===== config.mk =====
export PLATFORM = sky130hd
export DESIGN_NAME = alu_seq_ctrl
export DESIGN_NICKNAME = d
export VERILOG_FILES = /design/src/rtl/alu_seq_pkg.sv /design/src/rtl/btn_debounce.sv /design/src/rtl/alu_seq_ctrl.sv
export SDC_FILE = /design/constraint.sdc
export NUM_CORES = 1
export LEC_CHECK = 0
export ABC_AREA = 1
export BUFFER_PORTS_ARGS = -buffer_cell sky130_fd_sc_hd__clkbuf_2
export CELL_PAD_IN_SITES_DETAIL_PLACEMENT = 1
export CELL_PAD_IN_SITES_GLOBAL_PLACEMENT = 1
export CORE_ASPECT_RATIO = 1.1
export CORE_UTILIZATION = 42
export CTS_BUF_LIST = sky130_fd_sc_hd__clkbuf_4 sky130_fd_sc_hd__clkbuf_8
export DETAILED_ROUTE_END_ITERATION = 6
export PLACE_DENSITY_LB_ADDON = 0.1
export SLEW_MARGIN = 20
export SYNTH_ARGS = -nofsm -noshare
export SYNTH_HDL_FRONTEND = slang
export SYNTH_SLANG_ARGS = --single-unit

===== constraint.sdc =====
create_clock -name i_clk -period 1.8 [get_ports i_clk]
set_input_delay 0.18 -clock i_clk [delete_from_list [all_inputs] [get_ports i_clk]]
set_output_delay 0.18 -clock i_clk [all_outputs]
set_load 0.03 [all_outputs]

===== src/rtl/alu_seq_pkg.sv =====
// Shared encodings and defaults for the ALU operand-loading sequencer.
// ST_EXEC is internal and reports as ST_OP on the status LEDs.
package alu_seq_pkg;

  localparam int LEN_DATO_DEF        = 8;
  localparam int LEN_OP_DEF          = 6;
  localparam int DEBOUNCE_CYCLES_DEF = 500000;

  typedef enum logic [2:0] {
    ST_A    = 3'd0,
    ST_B    = 3'd1,
    ST_OP   = 3'd2,
    ST_SHOW = 3'd3,
    ST_EXEC = 3'd4
  } state_t;

  function automatic logic [1:0] state_code(input state_t s);
    return (s == ST_EXEC) ? 2'd2 : s[1:0];
  endfunction

endpackage


===== src/rtl/btn_debounce.sv =====
// Button conditioner: 2-flop synchronizer, debounce counter, one-cycle press pulse.
// Pulse follows a clean raw edge by 2 + DEBOUNCE_CYCLES cycles; no pulse until released once after reset.
module btn_debounce
  import alu_seq_pkg::*;
#(
  parameter int DEBOUNCE_CYCLES = DEBOUNCE_CYCLES_DEF
) (
  input  logic i_clk,
  input  logic i_reset,
  input  logic i_btn,
  output logic o_level,
  output logic o_pulse
);

  localparam int CW = (DEBOUNCE_CYCLES > 1) ? $clog2(DEBOUNCE_CYCLES) : 1;
  localparam logic [CW-1:0] CNT_LAST = CW'(DEBOUNCE_CYCLES - 1);

  logic [1:0]    r_sync;
  logic [1:0]    r_fill;
  logic          r_armed;
  logic          r_level;
  logic          r_pulse;
  logic [CW-1:0] r_cnt;
  logic          w_diff;
  logic          w_accept;

  assign w_diff   = r_sync[1] ^ r_level;
  assign w_accept = w_diff && (r_cnt == CNT_LAST);

  always_ff @(posedge i_clk) begin
    if (i_reset) begin
      r_sync  <= '0;
      r_fill  <= '0;
      r_armed <= 1'b0;
      r_level <= 1'b0;
      r_pulse <= 1'b0;
      r_cnt   <= '0;
    end else begin
      r_sync <= {r_sync[0], i_btn};
      // Arm only once the synchronizer holds a real sample showing the button up,
      // so a press held across reset never fires.
      r_fill <= {r_fill[0], 1'b1};
      if (r_fill[1] && !r_sync[1]) r_armed <= 1'b1;
      r_pulse <= w_accept && r_sync[1] && r_armed;
      if (!w_diff) begin
        r_cnt <= '0;
      end else if (w_accept) begin
        r_cnt   <= '0;
        r_level <= r_sync[1];
      end else begin
        r_cnt <= r_cnt + 1'b1;
      end
    end
  end

  assign o_level = r_level;
  assign o_pulse = r_pulse;

endmodule


===== src/rtl/alu_seq_ctrl.sv =====
// Steps operand A, operand B and opcode capture from switches, then latches the ALU result.
// Result reaches o_led two cycles after the opcode-capture pulse; clear aborts to ST_A.
module alu_seq_ctrl
  import alu_seq_pkg::*;
#(
  parameter int LEN_DATO        = LEN_DATO_DEF,
  parameter int LEN_OP          = LEN_OP_DEF,
  parameter int DEBOUNCE_CYCLES = DEBOUNCE_CYCLES_DEF
) (
  input  logic                i_clk,
  input  logic                i_reset,
  input  logic [LEN_DATO-1:0] i_switch,
  input  logic                i_btn_next,
  input  logic                i_btn_clear,
  input  logic [LEN_DATO-1:0] i_resultado,
  output logic [LEN_DATO-1:0] o_dato_a,
  output logic [LEN_DATO-1:0] o_dato_b,
  output logic [LEN_OP-1:0]   o_op_code,
  output logic [LEN_DATO-1:0] o_led,
  output logic                o_valid,
  output logic [1:0]          o_state
);

  state_t              r_state;
  state_t              w_state_nxt;
  logic                w_nxt_pulse;
  logic                w_clr_pulse;
  logic [1:0]          w_unused_lvl;
  logic                w_ld_a;
  logic                w_ld_b;
  logic                w_ld_op;
  logic                w_ld_res;
  logic                w_drop_valid;
  logic [LEN_DATO-1:0] r_dato_a;
  logic [LEN_DATO-1:0] r_dato_b;
  logic [LEN_OP-1:0]   r_op_code;
  logic [LEN_DATO-1:0] r_led;
  logic                r_valid;

  btn_debounce #(.DEBOUNCE_CYCLES(DEBOUNCE_CYCLES)) u_db_next (
    .i_clk   (i_clk),
    .i_reset (i_reset),
    .i_btn   (i_btn_next),
    .o_level (w_unused_lvl[0]),
    .o_pulse (w_nxt_pulse)
  );

  btn_debounce #(.DEBOUNCE_CYCLES(DEBOUNCE_CYCLES)) u_db_clear (
    .i_clk   (i_clk),
    .i_reset (i_reset),
    .i_btn   (i_btn_clear),
    .o_level (w_unused_lvl[1]),
    .o_pulse (w_clr_pulse)
  );

  always_ff @(posedge i_clk) begin
    if (i_reset) r_state <= ST_A;
    else         r_state <= w_state_nxt;
  end

  always_comb begin
    w_state_nxt  = r_state;
    w_ld_a       = 1'b0;
    w_ld_b       = 1'b0;
    w_ld_op      = 1'b0;
    w_ld_res     = 1'b0;
    w_drop_valid = 1'b0;
    // Clear outranks next, including the ST_EXEC result latch.
    if (w_clr_pulse) begin
      w_state_nxt  = ST_A;
      w_drop_valid = 1'b1;
    end else begin
      case (r_state)
        ST_A:    if (w_nxt_pulse) begin w_ld_a  = 1'b1; w_state_nxt = ST_B;    end
        ST_B:    if (w_nxt_pulse) begin w_ld_b  = 1'b1; w_state_nxt = ST_OP;   end
        ST_OP:   if (w_nxt_pulse) begin w_ld_op = 1'b1; w_state_nxt = ST_EXEC; end
        ST_EXEC: begin w_ld_res = 1'b1; w_state_nxt = ST_SHOW; end
        ST_SHOW: if (w_nxt_pulse) begin w_drop_valid = 1'b1; w_state_nxt = ST_A; end
        default: w_state_nxt = ST_A;
      endcase
    end
  end

  always_ff @(posedge i_clk) begin
    if (i_reset) begin
      r_dato_a  <= '0;
      r_dato_b  <= '0;
      r_op_code <= '0;
      r_led     <= '0;
      r_valid   <= 1'b0;
    end else begin
      if (w_ld_a)  r_dato_a  <= i_switch;
      if (w_ld_b)  r_dato_b  <= i_switch;
      if (w_ld_op) r_op_code <= i_switch[LEN_OP-1:0];
      if (w_ld_res) begin
        r_led   <= i_resultado;
        r_valid <= 1'b1;
      end else if (w_drop_valid) begin
        r_valid <= 1'b0;
      end
    end
  end

  assign o_dato_a  = r_dato_a;
  assign o_dato_b  = r_dato_b;
  assign o_op_code = r_op_code;
  assign o_led     = r_led;
  assign o_valid   = r_valid;
  assign o_state   = state_code(r_state);

endmodule


==> results of run 1 <==
==> worst register-to-register path, cell delays in order, from the launching register on <==
cell and delay, ns:
dfxtp_1 0.40, ha_1 0.27, nand3_2 0.17, nor2_2 0.18, nand3_2 0.12, nand3_4 0.21, nor2_1 0.08
==> power by group through the flow <==
stage	registers (mW)	clock network, mW	logic (mW)
2_1_floorplan	1.92	0	0.0444
4_1_cts	1.87	1.60	0.0847
5_1_grt	1.88	1.68	0.0953
3_3_place_gp	1.92	0	0.0785
6_report	1.87	1.54	0.0827
3_5_place_dp	1.92	0	0.0810
==> synthesized netlist by cell type <==
| library cell | n |
|---|---|
| nand3_4 | 1 |
| buf_6 | 1 |
| nor2_4 | 1 |
| xnor2_1 | 7 |
| nand3_1 | 38 |
| buf_4 | 2 |
| nand3_2 | 4 |
| buf_1 | 2 |
| nand2_2 | 4 |
| inv_1 | 61 |
| dfxtp_1 | 84 |
| inv_2 | 2 |
| nor2_2 | 7 |
| nand3b_1 | 1 |
| ha_1 | 2 |
| nand2_1 | 97 |
| nor3_4 | 1 |
| nand4_1 | 9 |
| clkbuf_1 | 3 |
| or2_0 | 1 |
| xor2_1 | 11 |
| buf_2 | 3 |
| o21ai_0 | 29 |
| a21oi_1 | 40 |
| or2_2 | 1 |
| nor3_1 | 3 |
| o22ai_1 | 1 |
| nor2_1 | 100 |
==> kinds of logic after synthesis <==
logic type / Yosys count / share of synthesized area
DFF: 84 / 0.456
buffers and inverters: 74 / 0.0804
xor gates and xnor gates: 18 / 0.0428
AOI/OAI and AO/OA: 70 / 0.0954
adders and majority gates: 2 / 0.00679
and+or+nand+nor: 268 / 0.319
==> layout make-up <==
type / count / area, um^2 / share of cell area
multi-input combinational: 358 / 1710 / 0.395
sequential: 84 / 1680 / 0.389
timing repair buffer: 61 / 333 / 0.0769
inverter: 63 / 236 / 0.0547
tap: 111 / 139 / 0.0321
clock buffer: 9 / 124 / 0.0286
clock inverter: 7 / 103 / 0.0237
==> registers in the layout, summed over array words and instances, names as in the netlist, 2 cells and up <==
register,cells
u_db_clear.r_cnt,19
u_db_next.r_cnt,19
o_dato_a,8
o_dato_b,8
o_led,8
o_op_code,6
r_state,3
u_db_clear.r_sync,2
u_db_next.r_sync,2
==> layer usage <==
layer | global-route usage | up-vias | routed length (um) | part of all wire
li1 | - | 1753 | - | -
met1 | 0.250 | 1577 | 4090 | 0.47
met2 | 0.360 | 32 | 4300 | 0.49
met3 | 0.0424 | 6 | 223 | 0.026
met4 | 0.0623 | 0 | 100 | 0.011
met5 | 0 | - | 0 | 0
==> worst paths after layout <==
check,depth (start not counted),endpoint,startpoint
max,6,u_db_clear.r_cnt[15],u_db_clear.r_cnt[0]
min,3,o_dato_b[7],i_switch[7]
max reg2reg,6,u_db_clear.r_cnt[15],u_db_clear.r_cnt[0]
min reg2reg,2,u_db_next.r_fill[1],u_db_clear.r_fill[0]
==> stage by stage <==
step / hold slack [ns] / cells / instance area (um^2) / total power [mW] / utilization
after global routing: 0.0786 / 693 / 4330 / 3.65 / 0.512
after CTS: 0.0636 / 693 / 4330 / 3.56 / 0.512
after floorplan: 0.287 / 516 / 3690 / 1.96 / -
after detailed placement: 0.390 / 675 / 4080 / 2.00 / 0.483
final: 0.0761 / 693 / 4330 / 3.50 / 0.512
after global placement: 0.385 / 675 / 4080 / 1.99 / 0.483
==> cell usage in the layout (no fill, tap or decap), drive strengths merged <==
master	instances
dlygate4sd3	2
xnor2	7
bufinv	2
buf	7
ha	2
clkbuf	61
dfxtp	84
nor2	108
or2	2
a21oi	40
xor2	11
o22ai	1
nand3	43
nand3b	1
inv	67
clkinv	1
nand4	9
o21ai	29
nor3	4
nand2	101
==> results.yml, run 1 <==
synthesis:
  yosys_warnings: 0
  synth.area.top_cells: "dfxtp_1 46%, nor2_1 10%, nand2_1 9.9%"
  synthCells: 516
  yosysTopAreaCellShare: 0.456
  synth_cell_types: 28
  synthesis.nets: 538
  syn_area_um2: 3690
  synth_top_cell_by_area: "dfxtp_1"
  synth_seq_cells: 84
  avgSynthCellArea_um2: 7.15
  ys_seq_area_frac: 0.456
layout:
  layout-area-overhead-vs-synth_pct: 17.3
  drive_above_1_share: 0.165
  fin_nets: 599
  insertedDiodeCount: 0
  fill_cells: 1112
die:
  die_y_um: 100
  start_util: 0.436
  die_width_um: 91.3
  fp.coreArea_um2: 8450
  core.rowCount: 35
  die_area_um2: 9160
  ioPinCount: 53
setup_path:
  cp_data_required_time_ns: 2.05
  critPathSlowestCell: "dfxtp_1"
  cp-start-kind: "flip-flop"
  cpMostUsedCell: "nand3_2"
  ff2ff_setup_slack_ns: 0.26
  cp_slowest_stage_delay_ns: 0.40
  cp_top_family: "simple AND/OR/NAND/NOR gates"
  critPathKind: "flip-flop to flip-flop"
  path_cells: "ha_1 -> nand3_2 -> nor2_2 -> nand3_2 -> nand3_4 -> nor2_1"
  cp.buffers_inverters: 0
  endpoint_kind: "flip-flop"
  cp.arrival_ns: 1.79
  crit_path_max_fanout: 19
placement:
  port_buffers: 52
  globalplace.congestion: 0.808
  hpwlAfterDp_um: 6640
  dpl_worst_slack_ns: 0.255
sta:
  tightest_slew_ns: 0.416
  post-route-period-util: 0.856
  setup_viol: 0
  drv_slew: 0
  skew_ns: 0.0107
  fmax_mhz: 649
  finalCriticalPeriod_ns: 1.54
  rsz0062_at_grt: "false"
  final.setup.tns_ns: 0
  hold_viol_final: 0
  layout_setup_ws_ns: 0.260
  slew-limit-headroom: 0.722
routing:
  dr_total_vias: 3368
  drt_iter0_drc: 49
  wl_per_cell_um: 12.6
  wirelength_um: 8710
  ant_nets: 0
  drt_first_pass_iters: 4
  drc_errors: 0
  avgViaCountPerCell: 4.86
clock_tree:
  cts_resized: 0
  cts_max_level: 3
  post_cts_buffers: 0
  root_buffer: "clkbuf_8"
  clkTransAtPathRegs_ns: 0.09
  numCtsBuffers: 9
  clk_latency_ns: 0.36
  cts_tree: "built"
  cts_buffer_depth: 2
  ctsHoldBuffers: 2
  cts_sinks: 84
global_route:
  grt_max_degree: 20
  grt_pass1_vias: 3343
  grt_pass1_wl_um: 15000
  antenna_found_initial: 0
  track_usage: 0.204
  grt-ovfl-total: 0
power_and_ir_drop:
  p_leak_nw: 1.59
  p_per_area_nw_per_um2: 809
  vdd_drop_max_uv: 515
  p_comb_frac: 0.024
  power_frac_clock: 0.441
  p_int_mw: 2.70
  switching_power_uw: 797
  p_seq_frac: 0.535
  switching_share: 0.228
min_path:
  min_path_type: "primary input to flip-flop"
flow_run:
  max-cap-violations: 0
run_status:
  status: "complete, no violations"
Note: power is estimated with default switching activity, not from simulation.
==> run 2: changes to the inputs <==
Settings changed: PLACE_DENSITY from default to 0.78, PLACE_DENSITY_LB_ADDON 0.1 to default.
==> run 2 against run 1 <==
Core utilization decreased by 0.78 points; via count increased by 0.18%; flip-flop and latch count unchanged; largest cell class unchanged; sequential power about the same; total power decreased by 4.0%; combinational power decreased by 2.9%; critical path depth increased by 1; critical endpoint is now u_db_next.r_cnt[10]; maximum frequency decreased by 3.8%; highest routed layer unchanged; clock skew decreased by 0.0027 ns; clock power decreased by 8%.
==> results.yml, run 2 (synthesis results as in run 1) <==
run_status:
  status: "complete, no violations"
routing:
  drc_errors: 0
  wl_per_cell_um: 12.8
  wirelength_um: 8790
  drt_iter0_drc: 58
  drt_first_pass_iters: 4
  ant_nets: 0
  avgViaCountPerCell: 4.91
  dr_total_vias: 3374
die:
  ioPinCount: 53
  die_y_um: 100
  die_width_um: 91.3
  fp.coreArea_um2: 8450
  start_util: 0.436
  die_area_um2: 9160
  core.rowCount: 35
setup_path:
  endpoint_kind: "flip-flop"
  critPathSlowestCell: "dfxtp_1"
  cp_top_family: "simple AND/OR/NAND/NOR gates"
  cp_data_required_time_ns: 2.03
  cp.arrival_ns: 1.83
  cp_slowest_stage_delay_ns: 0.37
  cp.buffers_inverters: 1
  cp-start-kind: "flip-flop"
  critPathKind: "flip-flop to flip-flop"
  crit_path_max_fanout: 5
  path_cells: "ha_1 -> nand3_2 -> inv_1 -> nand2_2 -> nor2_2 -> xor2_1 -> nor2_1"
clock_tree:
  cts_max_level: 3
  clk_latency_ns: 0.36
  clkTransAtPathRegs_ns: 0.09
  root_buffer: "clkbuf_8"
  ctsHoldBuffers: 0
  post_cts_buffers: 0
  numCtsBuffers: 9
  cts_sinks: 84
  cts_tree: "built"
  cts_buffer_depth: 2
  cts_resized: 0
sta:
  rsz0062_at_grt: "false"
  tightest_slew_ns: 0.538
  slew-limit-headroom: 0.640
  final.setup.tns_ns: 0
  fmax_mhz: 625
  hold_viol_final: 0
  post-route-period-util: 0.889
  drv_slew: 0
  finalCriticalPeriod_ns: 1.60
  skew_ns: 0.00794
  setup_viol: 0
global_route:
  antenna_found_initial: 0
  grt_pass1_wl_um: 15100
  track_usage: 0.204
  grt-ovfl-total: 0
  grt_pass1_vias: 3263
  grt_max_degree: 20
power_and_ir_drop:
  vdd_drop_max_uv: 422
  power_mw: 3.36
  p_per_area_nw_per_um2: 789
  p_leak_nw: 1.55
layout:
  drive_above_1_share: 0.160
  top_regs: "u_db_clear.r_cnt (19), u_db_next.r_cnt (19)"
  fin_nets: 593
  fill_cells: 1125
  insertedDiodeCount: 0
  layout_commonest_cell: "nor2_1"
  final_cell_mix: "100 x nor2_1, 97 x nand2_1, 84 x dfxtp_1, 61 x inv_1, 52 x clkbuf_2"
  fin_area_um2: 4260
  layout-area-overhead-vs-synth_pct: 15.5
placement:
  placed_cell_area_um2: 4050
  hpwlAfterDp_um: 6640
  port_buffers: 52
  globalplace.congestion: 0.780
flow_run:
  max-cap-violations: 0
min_path:
  min_path_type: "primary input to flip-flop"
[run 2: cell types whose count changed in the layout (fill, tap and decap cells not counted)]
cell / delta
clkinv_4: +3
inv_8: -1
clkbuf_8: +1
buf_4: -4
clkinvlp_4: +1
dlygate4sd3_1: -2
clkinv_2: -1
bufinv_16: -1
inv_6: -2
[run 2: final cells by class]
cell class	instances	area [um^2]	area share
Timing Repair Buffer	55	283	0.0664
Inverter	63	236	0.0555
Multi-Input combinational cell	358	1710	0.401
Clock buffer	10	138	0.0323
Tap cell	111	139	0.0326
Clock inverter	6	72.6	0.0170
Sequential cell	84	1680	0.395
[run 2: stage by stage]
step | cells | hold slack, ns | setup slack (ns) | util
after floorplan | 516 | 0.287 | 0.389 | -
after global placement | 671 | 0.374 | 0.328 | 0.479
after detailed placement | 671 | 0.402 | 0.238 | 0.479
after CTS | 687 | 0.0206 | 0.165 | 0.504
after global routing | 687 | 0.0290 | 0.0549 | 0.504
final | 687 | 0.0305 | 0.199 | 0.504
[run 2: per-layer routing]
layer / up-vias / global-route usage / part of all wire
li1: 1734 / - / -
met1: 1604 / 0.246 / 0.46
met2: 28 / 0.367 / 0.51
met3: 8 / 0.0402 / 0.025
met4: 0 / 0.0623 / 0.011
met5: - / 0 / 0
[run 2: final timing paths]
kind | startpoint | end | slack, ns | cells after the start
setup / recovery | u_db_next.r_cnt[0] | u_db_next.r_cnt[10] | 0.20 | 7
hold reg to reg | u_db_clear.r_sync[0] | u_db_clear.r_sync[1] | 0.42 | 2
hold / removal | i_btn_clear | u_db_clear.r_sync[0] | 0.03 | 3
setup reg to reg | u_db_next.r_cnt[0] | u_db_next.r_cnt[10] | 0.20 | 7
[run 2: tightest hold or removal path: stages]
cell and delay (ns):
clkbuf_2 0.08, inv_1 0.05, nor2_1 0.04
[run 2: report_power, final]
part | switching, mW | total, mW | internal, mW
clock | 0.715 | 1.41 | 0.691
sequential | 0.00522 | 1.87 | 1.87
combinational | 0.0513 | 0.0803 | 0.0290
total | 0.771 | 3.36 | 2.59
==> run 3: changes to the inputs <==
Settings changed: CORE_MARGIN from default to 3.
==> run 3 against run 2 <==
Worst setup slack improved by 0.014 ns; total power increased by 0.20%; clock skew rose by 0.0027 ns; flip-flop and latch count is the same; worst hold slack lost 0.0017 ns; critical path depth shrank 1; core utilization grew 0.15 points; via count is 1.1% higher; die area rose by 8.5%; global-route usage decreased by 1.0 points; clock power hardly changed; combinational power increased by 0.7%.
==> results.yml, run 3 (synthesis results as in run 1) <==
sta:
  skew_ns: 0.0106
  drv_slew: 0
  rsz0062_at_grt: "false"
  final.setup.tns_ns: 0
  post-route-period-util: 0.882
  hold_viol_final: 0
  fmax_mhz: 630
  finalCriticalPeriod_ns: 1.59
  layout_setup_ws_ns: 0.213
  tightest_slew_ns: 0.547
  setup_viol: 0
  slew-limit-headroom: 0.634
layout:
  layout_commonest_cell: "nor2_1"
  insertedDiodeCount: 0
  final_cell_mix: "100 x nor2_1, 97 x nand2_1, 84 x dfxtp_1, 61 x inv_1, 52 x clkbuf_2"
  fin_nets: 595
  fin_area_um2: 4270
  layout-area-overhead-vs-synth_pct: 15.8
  drive_above_1_share: 0.161
  top_regs: "u_db_clear.r_cnt (19), u_db_next.r_cnt (19)"
clock_tree:
  cts_resized: 0
  clkTransAtPathRegs_ns: 0.09
  root_buffer: "clkbuf_8"
  cts_tree: "built"
  clk_latency_ns: 0.36
  cts_max_level: 3
  numCtsBuffers: 9
  cts_sinks: 84
  cts_buffer_depth: 2
setup_path:
  r2r-start: "u_db_clear.r_cnt[0]"
  endpoint_kind: "flip-flop"
  crit_path_max_fanout: 19
  cp-endpoint: "u_db_clear.r_cnt[10]"
  worstRegToRegCells: 6
  critPathKind: "flip-flop to flip-flop"
  cp-startpoint: "u_db_clear.r_cnt[0]"
  cp.arrival_ns: 1.82
  cp_data_required_time_ns: 2.04
  ff2ff_setup_slack_ns: 0.21
  r2r_end: "u_db_clear.r_cnt[10]"
  cp-start-kind: "flip-flop"
routing:
  wirelength_um: 9090
  dr_total_vias: 3412
  drt_first_pass_iters: 4
  wl_per_cell_um: 13.2
  drc_errors: 0
  drt_iter0_drc: 77
  avgViaCountPerCell: 4.95
  ant_nets: 0
die:
  die_width_um: 95.3
  core.rowCount: 35
  start_util: 0.436
  die_area_um2: 9940
  die_y_um: 104
  ioPinCount: 53
  fp.coreArea_um2: 8450
power_and_ir_drop:
  p_leak_nw: 1.55
  vdd_drop_max_uv: 359
  power_frac_clock: 0.419
  p_per_area_nw_per_um2: 788
  p_comb_frac: 0.024
  switching_share: 0.240
  p_int_mw: 2.56
  switching_power_uw: 806
  p_seq_frac: 0.557
global_route:
  antenna_found_initial: 0
  track_usage: 0.194
  grt-ovfl-total: 0
  grt_pass1_vias: 3391
  grt_max_degree: 27
  grt_pass1_wl_um: 15600
placement:
  dpl_worst_slack_ns: 0.242
  globalplace.congestion: 0.840
  placed_cell_area_um2: 4060
  port_buffers: 52
  hpwlAfterDp_um: 6890
min_path:
  min_path_type: "primary input to flip-flop"
run_status:
  status: "complete, no violations"
flow_run:
  max-cap-violations: 0
## run 3: power by group through the flow
stage	Sequential, mW	Clock [mW]	Combinational [mW]
2_1_floorplan	1.92	0	0.0444
3_3_place_gp	1.92	0	0.0789
3_5_place_dp	1.92	0	0.0807
4_1_cts	1.87	1.44	0.0809
5_1_grt	1.88	1.53	0.0915
6_report	1.87	1.41	0.0809
## run 3: layer usage
metal / up-vias / wire, um / global-route usage
met3: 8 / 202 / 0.0384
met2: 33 / 4710 / 0.337
met5: - / 0 / 0
met1: 1628 / 4060 / 0.238
li1: 1743 / - / -
met4: 0 / 116 / 0.0546
## run 3: metrics by stage
| step | hold WS [ns] | utilization | cells | power, mW |
|---|---|---|---|---|
| 2_1_floorplan | 0.287 | - | 516 | 1.96 |
| 3_3_place_gp | 0.373 | 0.480 | 672 | 2.00 |
| 3_5_place_dp | 0.382 | 0.480 | 672 | 2.00 |
| 4_1_cts | 0.00348 | 0.504 | 688 | 3.40 |
| 5_1_grt | 0.0329 | 0.505 | 689 | 3.50 |
| 6_report | 0.0288 | 0.505 | 689 | 3.37 |
## run 3: worst min path at each step
stage / startpoint / end / cells past startpoint
final: i_btn_clear / u_db_clear.r_sync[0] / 3
after global routing: i_btn_clear / u_db_clear.r_sync[0] / 3
after floorplan: i_btn_clear / u_db_clear.r_sync[0] / 2
after detailed placement: i_btn_next / u_db_next.r_sync[0] / 3
after global placement: i_btn_clear / u_db_clear.r_sync[0] / 3
after CTS: i_btn_next / u_db_next.r_sync[0] / 3
## run 3: timing repair
item                       in CTS  in global routing
hold endpoints to repair        0                  1
setup endpoints to repair       0                  0
hold buffers                    0                  1
setup buffers                   0                  0
## run 3: area by class of cell
type	count	area, um^2
clock buffers	9	124
clock inverters	7	81.3
fillers	1136	4180
inverters	63	236
multi-input cells	358	1710
flip-flops and latches	84	1680
well taps	111	139
repair buffers	57	300
## run 3: critical path, stage by stage, from the launching register on
cell	delay (ns)
dfxtp_1	0.40
ha_1	0.26
nand3_2	0.17
nor2_2	0.19
nand3_2	0.13
nand3_4	0.22
a21oi_1	0.08
